### src/rtl/eviction_write_buffer.sv
// Single-entry victim buffer between L2 and memory: holds one evicted line,
// serves read hits from it and drains it to memory when idle or displaced.
module eviction_write_buffer #(
  parameter int s_offset  = 5,
  parameter int s_line    = 8 * (2 ** s_offset),
  parameter int idle_wait = 4
) (
  input  logic              clk,
  input  logic              rst,
  input  logic              mem_read,
  input  logic              mem_write,
  input  logic [31:0]       mem_address,
  input  logic [s_line-1:0] mem_wdata256,
  output logic [s_line-1:0] mem_rdata256,
  output logic              mem_resp,
  output logic              pmem_read,
  output logic              pmem_write,
  output logic [31:0]       pmem_address,
  output logic [s_line-1:0] pmem_wdata,
  input  logic [s_line-1:0] pmem_rdata,
  input  logic              pmem_resp
);

  localparam int          TAG_W    = 32 - s_offset;
  localparam logic [3:0]  IDLE_MAX = 4'(idle_wait);

  typedef enum logic [2:0] {IDLE, HIT_RESP, WR_ACK, READ_MEM, DRAIN} state_t;

  state_t             state, next_state;
  logic               valid;
  logic [TAG_W-1:0]   tag;
  logic [s_line-1:0]  data;
  logic [3:0]         idle_cnt;
  logic [TAG_W-1:0]   req_tag;
  logic               tag_hit;
  logic               idle_no_req;
  logic               capture;
  logic               unused_addr_bits;

  assign req_tag          = mem_address[31:s_offset];
  assign tag_hit          = valid && (tag == req_tag);
  assign idle_no_req      = (state == IDLE) && !mem_read && !mem_write;
  assign capture          = (state == IDLE) && mem_write && !mem_read && !valid;
  assign unused_addr_bits = ^mem_address[s_offset-1:0];

  always_ff @(posedge clk or posedge rst) begin
    if (rst) state <= IDLE;
    else     state <= next_state;
  end

  // A read wins over a simultaneous write; a write into a full buffer first drains it.
  always_comb begin
    next_state = state;
    unique case (state)
      IDLE: begin
        if (mem_read)                             next_state = tag_hit ? HIT_RESP : READ_MEM;
        else if (mem_write)                       next_state = valid ? DRAIN : WR_ACK;
        else if (valid && idle_cnt == IDLE_MAX)   next_state = DRAIN;
      end
      HIT_RESP: next_state = IDLE;
      WR_ACK:   next_state = IDLE;
      READ_MEM: if (pmem_resp) next_state = IDLE;
      DRAIN:    if (pmem_resp) next_state = IDLE;
      default:  next_state = IDLE;
    endcase
  end

  always_comb begin
    mem_resp     = 1'b0;
    mem_rdata256 = '0;
    pmem_read    = 1'b0;
    pmem_write   = 1'b0;
    pmem_address = '0;
    pmem_wdata   = '0;
    unique case (state)
      HIT_RESP: begin
        mem_resp     = 1'b1;
        mem_rdata256 = data;
      end
      WR_ACK: mem_resp = 1'b1;
      READ_MEM: begin
        pmem_read    = 1'b1;
        pmem_address = {req_tag, {s_offset{1'b0}}};
        if (pmem_resp) begin
          mem_resp     = 1'b1;
          mem_rdata256 = pmem_rdata;
        end
      end
      DRAIN: begin
        pmem_write   = 1'b1;
        pmem_address = {tag, {s_offset{1'b0}}};
        pmem_wdata   = data;
      end
      default: ;
    endcase
  end

  always_ff @(posedge clk or posedge rst) begin
    if (rst) begin
      valid <= 1'b0;
      tag   <= '0;
      data  <= '0;
    end else if (capture) begin
      valid <= 1'b1;
      tag   <= req_tag;
      data  <= mem_wdata256;
    end else if (state == DRAIN && pmem_resp) begin
      valid <= 1'b0;
    end
  end

  // Counts quiet cycles with a buffered line; saturates so the drain condition holds.
  always_ff @(posedge clk or posedge rst) begin
    if (rst)                       idle_cnt <= '0;
    else if (idle_no_req && valid) idle_cnt <= (idle_cnt == IDLE_MAX) ? idle_cnt : idle_cnt + 4'd1;
    else                           idle_cnt <= '0;
  end

endmodule

### config.mk
export PLATFORM = sky130hd
export DESIGN_NAME = eviction_write_buffer
export DESIGN_NICKNAME = d
export VERILOG_FILES = /design/src/rtl/eviction_write_buffer.sv
export SDC_FILE = /design/constraint.sdc
export NUM_CORES = 1
export LEC_CHECK = 0
export CORE_AREA = 5 5 420 422
export CTS_CLUSTER_DIAMETER = 40
export DETAILED_ROUTE_END_ITERATION = 16
export DIE_AREA = 0 0 425 427
export GPL_TIMING_DRIVEN = 0
export PLACE_DENSITY = 0.3
export SETUP_SLACK_MARGIN = 0.4
export SYNTH_ARGS = -nofsm -noshare
export SYNTH_HDL_FRONTEND = slang
export SYNTH_SLANG_ARGS = --single-unit
export TNS_END_PERCENT = 20
### constraint.sdc
create_clock -name clk -period 9.6 [get_ports clk]
set_clock_uncertainty 0.15 [all_clocks]
set_input_delay 0.96 -clock clk [delete_from_list [all_inputs] [get_ports clk]]
set_output_delay 0.96 -clock clk [all_outputs]
set_load 0.02 [all_outputs]
==> Flow_metrics.wiki <==
{| class="wikitable"
! Metric !! Value
|-
| Slack of the worst reg-to-reg path || 7.25 ns
|-
| CTS tree || yes
|-
| Sum of negative setup slack || 0 ns
|-
| Period minus WS final || 5.46 ns
|-
| Maximum number of pins on one net before global-route repair || 90
|-
| Number of DRC markers after the initial detailed-route iteration || 1060
|-
| Sequential-to-total area share from yosys stat || 41.4%
|-
| Number of cells on the worst hold path || 1
|-
| Largest family of logic cells by synthesized area || multiplexers
|-
| Cell Chain, Critical Path || clkdlybuf4s50_1 -> inv_1 -> nor2_1 -> clkbuf_2 -> buf_2 -> a22oi_1 -> nor2_1 -> clkdlybuf4s50_1
|-
| CP Capture Type || primary output
|-
| Achievable frequency || 0.183 GHz
|-
| Die width || 425 um
|-
| Number of failing setup endpoints in the final timing report || 0
|-
| CP Max Fanout || 11
|-
| Status || finished, final reports clean
|-
| Core occupancy in the finished layout || 20.4%
|-
| Unrepaired setup endpoints after global routing || no
|-
| Slew @ Worst Pin || 1.31 ns
|-
| Warnings, synthesis || 0
|-
| Data arrival time at the worst-slack endpoint || 4.35 ns
|-
| Startpoint of the worst-slack reg-to-reg timing path || state[1]$_DFFE_PP0P_
|-
| Critical path data required time || 8.49 ns
|-
| Number of levels in the clock H-tree || 3
|-
| Multiplexer fraction of the synthesized cell area || 23.7%
|-
| Congestion Overflow GR || 0
|-
| Via count of the routed design || 18200
|-
| Detailed-route wire length per cell || 29.2 um
|-
| Detailed-route DRC error count || 0
|-
| Count of non-filler cells in the finished layout || 5234
|-
| Antenna violations before repair || 41
|-
| Largest stage delay on the critical path || 0.80 ns
|-
| Core ar. || 0.173 mm^2
|-
| Number of enable-type register cells in the synthesized netlist || 0
|-
| Number of iterations in the first detailed-routing pass || 5
|-
| Total leakage power || 14.4 nW
|-
| Nature of the critical path startpoint || input pin
|-
| Area share of xor/xnor cells in the synthesized design || 1.39%
|-
| Site Rows || 153
|-
| Net count reported at finish || 3356
|-
| Clock-pin slew reported for the worst setup and hold paths after clock tree synthesis || 0.04 ns
|-
| Endpoint of the worst-slack reg-to-reg timing path || data[75]$_DFFE_PP0P_
|-
| Worst Path Class, Setup || in -> out
|-
| Mean post-synth cell area || 10.9 um^2
|-
| Quantity of hold-fixing buffers added after cts || 0
|-
| Count of cells resized by post-cts repair || 0
|-
| Detail-routed via count per cell || 3.47
|-
| Clk_lat worst skew || 0.67 ns
|-
| Antenna violation net count after detailed routing || 0
|-
| Maximum count of clock buffers along a single path || 3
|-
| Max_cap viols || 0
|-
| Vias in the first global route || 19300
|-
| Number of distinct standard cells referenced by the synthesized netlist || 33
|-
| Layout cell share with drive strength beyond 1 || 18.7%
|-
| Layout overhead on the synthesized area || 100%
|-
| Max rail drop VDD || 122 uV
|-
| Post-CTS setup buffer count || 0
|-
| Cell area after synthesis || 0.0176 mm^2
|-
| Post-synthesis compound-gate area fraction || 12.5%
|-
| Power density normalized to cell area || 314 mW/mm^2
|-
| Die span in y || 427 um
|-
| Hold Path Class || reg -> reg
|-
| R2r worst-path depth || 5
|-
| Leading register cell type out of synthesis || sky130_fd_sc_hd__dfrtp_1
|-
| Critical-path top delay cell || sky130_fd_sc_hd__clkdlybuf4s50_1
|-
| Routed wire length || 153 mm
|-
| Sink of the worst hold path || data[147]$_DFFE_PP0P_
|-
| Start point of the worst hold path || data[147]$_DFFE_PP0P_
|-
| Cell Count Post-Placement || 5030
|-
| Number of top-level pins || 1096
|-
| Power Total || 0.0110 W
|-
| Flops & latches, synth || 291
|-
| Pins over their slew limit || 0
|-
| Filler cell count || 19000
|-
| CTS buffer count || 98
|-
| All-layer global routing usage || 16.1%
|-
| Global-route wire length before repair || 195 mm
|-
| Crit. Startpoint || pmem_resp
|-
| Starting density of the core || 10.2%
|-
| Share of the cycle needed by the critical path after routing || 56.8%
|-
| # clock sinks || 291
|-
| Root buffer cell || sky130_fd_sc_hd__clkbuf_16
|-
| DPL Wire Length || 127 mm
|-
| Die area || 0.181 mm^2
|-
| Post-synthesis share of cell area spent on and, or, nand and nor gates || 15.8%
|-
| Relative slew slack || 12.8%
|-
| Async set-reset flop share out of synthesis || 100%
|-
| Cell count after synthesis || 1609
|-
| Input/output buffers || 1085
|-
| Weighted congestion at the end of routability-driven global placement || 0.895
|-
| Adder and majority gate portion of the synthesized area || 0.142%
|-
| Final Hold Vio Count || 0
|}
[layer usage]
layer	share of wire (%)	vias to the layer above	global-route usage [%]
li1	-	8121	-
met1	39	9086	18.2
met2	50	784	27.9
met3	7.6	178	5.70
met4	3.4	8	5.53
met5	0.037	-	0
[Yosys cell counts, types with 6 or more instances]
| cell | count | area share [%] |
|---|---|---|
| sky130_fd_sc_hd__a22o_1 | 27 | 1.3 |
| sky130_fd_sc_hd__a22oi_1 | 255 | 11 |
| sky130_fd_sc_hd__and2_1 | 256 | 9.1 |
| sky130_fd_sc_hd__buf_2 | 32 | 0.91 |
| sky130_fd_sc_hd__buf_4 | 7 | 0.30 |
| sky130_fd_sc_hd__buf_6 | 28 | 1.8 |
| sky130_fd_sc_hd__clkbuf_1 | 85 | 1.8 |
| sky130_fd_sc_hd__dfrtp_1 | 291 | 41 |
| sky130_fd_sc_hd__inv_1 | 6 | 0.13 |
| sky130_fd_sc_hd__mux2_2 | 24 | 1.5 |
| sky130_fd_sc_hd__mux2_4 | 259 | 22 |
| sky130_fd_sc_hd__nand4_1 | 7 | 0.25 |
| sky130_fd_sc_hd__nor2_1 | 263 | 5.6 |
| sky130_fd_sc_hd__xnor2_1 | 28 | 1.4 |
[worst max path at each step]
stage / cells after the start / end
after detailed placement: 8 / mem_rdata256[96]
final: 8 / mem_rdata256[96]
after CTS: 6 / pmem_wdata[88]
after global routing: 6 / pmem_wdata[88]
after global placement: 2 / data[185]$_DFFE_PP0P_
after floorplan: 1 / data[0]$_DFFE_PP0P_
[cell usage in the layout, fill, tap and decap left out, types with 4 or more instances in the layout]
| cell | netlist | layout |
|---|---|---|
| sky130_fd_sc_hd__nand4_1 | 7 | 7 |
| sky130_fd_sc_hd__buf_4 | 7 | 7 |
| sky130_fd_sc_hd__mux2_4 | 259 | 259 |
| sky130_fd_sc_hd__clkinv_2 | 0 | 22 |
| sky130_fd_sc_hd__xnor2_1 | 28 | 28 |
| sky130_fd_sc_hd__clkdlybuf4s50_1 | 0 | 1085 |
| sky130_fd_sc_hd__buf_1 | 5 | 5 |
| sky130_fd_sc_hd__clkbuf_16 | 0 | 99 |
| sky130_fd_sc_hd__buf_2 | 32 | 32 |
| sky130_fd_sc_hd__nand3_1 | 4 | 4 |
| sky130_fd_sc_hd__a21oi_1 | 5 | 5 |
| sky130_fd_sc_hd__nor2_1 | 263 | 263 |
| sky130_fd_sc_hd__clkbuf_1 | 85 | 90 |
| sky130_fd_sc_hd__and2_1 | 256 | 256 |
| sky130_fd_sc_hd__buf_6 | 28 | 29 |
| sky130_fd_sc_hd__mux2_2 | 24 | 24 |
| sky130_fd_sc_hd__nor3_1 | 4 | 4 |
| sky130_fd_sc_hd__inv_1 | 6 | 5 |
| sky130_fd_sc_hd__a22o_1 | 27 | 27 |
| sky130_fd_sc_hd__clkbuf_2 | 0 | 8 |
| sky130_fd_sc_hd__a22oi_1 | 255 | 255 |
| sky130_fd_sc_hd__conb_1 | 1 | 5 |
| sky130_fd_sc_hd__bufinv_16 | 0 | 18 |
| sky130_fd_sc_hd__nand2_1 | 5 | 5 |
| sky130_fd_sc_hd__diode_2 | 0 | 22 |
| sky130_fd_sc_hd__clkbuf_8 | 0 | 24 |
| sky130_fd_sc_hd__dfrtp_1 | 291 | 291 |
[final cells by class]
cell class	instances	area [um^2]	area share (%)
repair buffers	1092	11000	31.3
multi-input cells	1158	9440	26.8
flip-flops and latches	291	7280	20.7
well taps	2325	2910	8.26
clock buffers	136	2860	8.11
plain buffers	157	876	2.49
clock inverters	46	741	2.10
diodes	22	55.1	0.156
inverters	7	33.8	0.0960
[flip-flops by register name, indices dropped and copies added, names as in the netlist]
register	count
idle_cnt	4
data	256
state	3
valid	1
tag	27
[cell families (layout without fill, tap and decap cells)]
| kind of cell | count (synthesis) | count (layout) |
|---|---|---|
| AOI/OAI and AO/OA | 290 | 290 |
| xor gates and xnor gates | 28 | 28 |
| adders and majority gates | 2 | 2 |
| buffers and inverters | 164 | 1438 |
| DFF | 291 | 291 |
| muxes | 284 | 284 |
| other | 1 | 27 |
| and+or+nand+nor | 549 | 549 |
[stage by stage]
step | hold WS [ns] | setup slack, ns | area, um^2
4_1_cts | 0.379 | 3.62 | 35100
6_report | 0.377 | 4.14 | 35200
3_3_place_gp | 0.362 | -6.50 | 31400
3_5_place_dp | 0.366 | 3.97 | 31600
2_1_floorplan | 0.335 | 0.456 | 17600
5_1_grt | 0.396 | 3.70 | 35200
[power by group]
part	switching (W)	internal, W	total [W]
registers	0.000763	0.00184	0.00260
clock network	0.000981	0.00253	0.00351
logic	0.00256	0.00237	0.00493
total	0.00431	0.00674	0.0110
[critical path, delay by kind of cell]
family | cells | cell delay, ns
buffers and inverters | 5 | 2.67
AND/OR/NAND/NOR | 2 | 0.45
AO/OA/AOI/OAI | 1 | 0.21
Power figures use the tool's default switching activity.
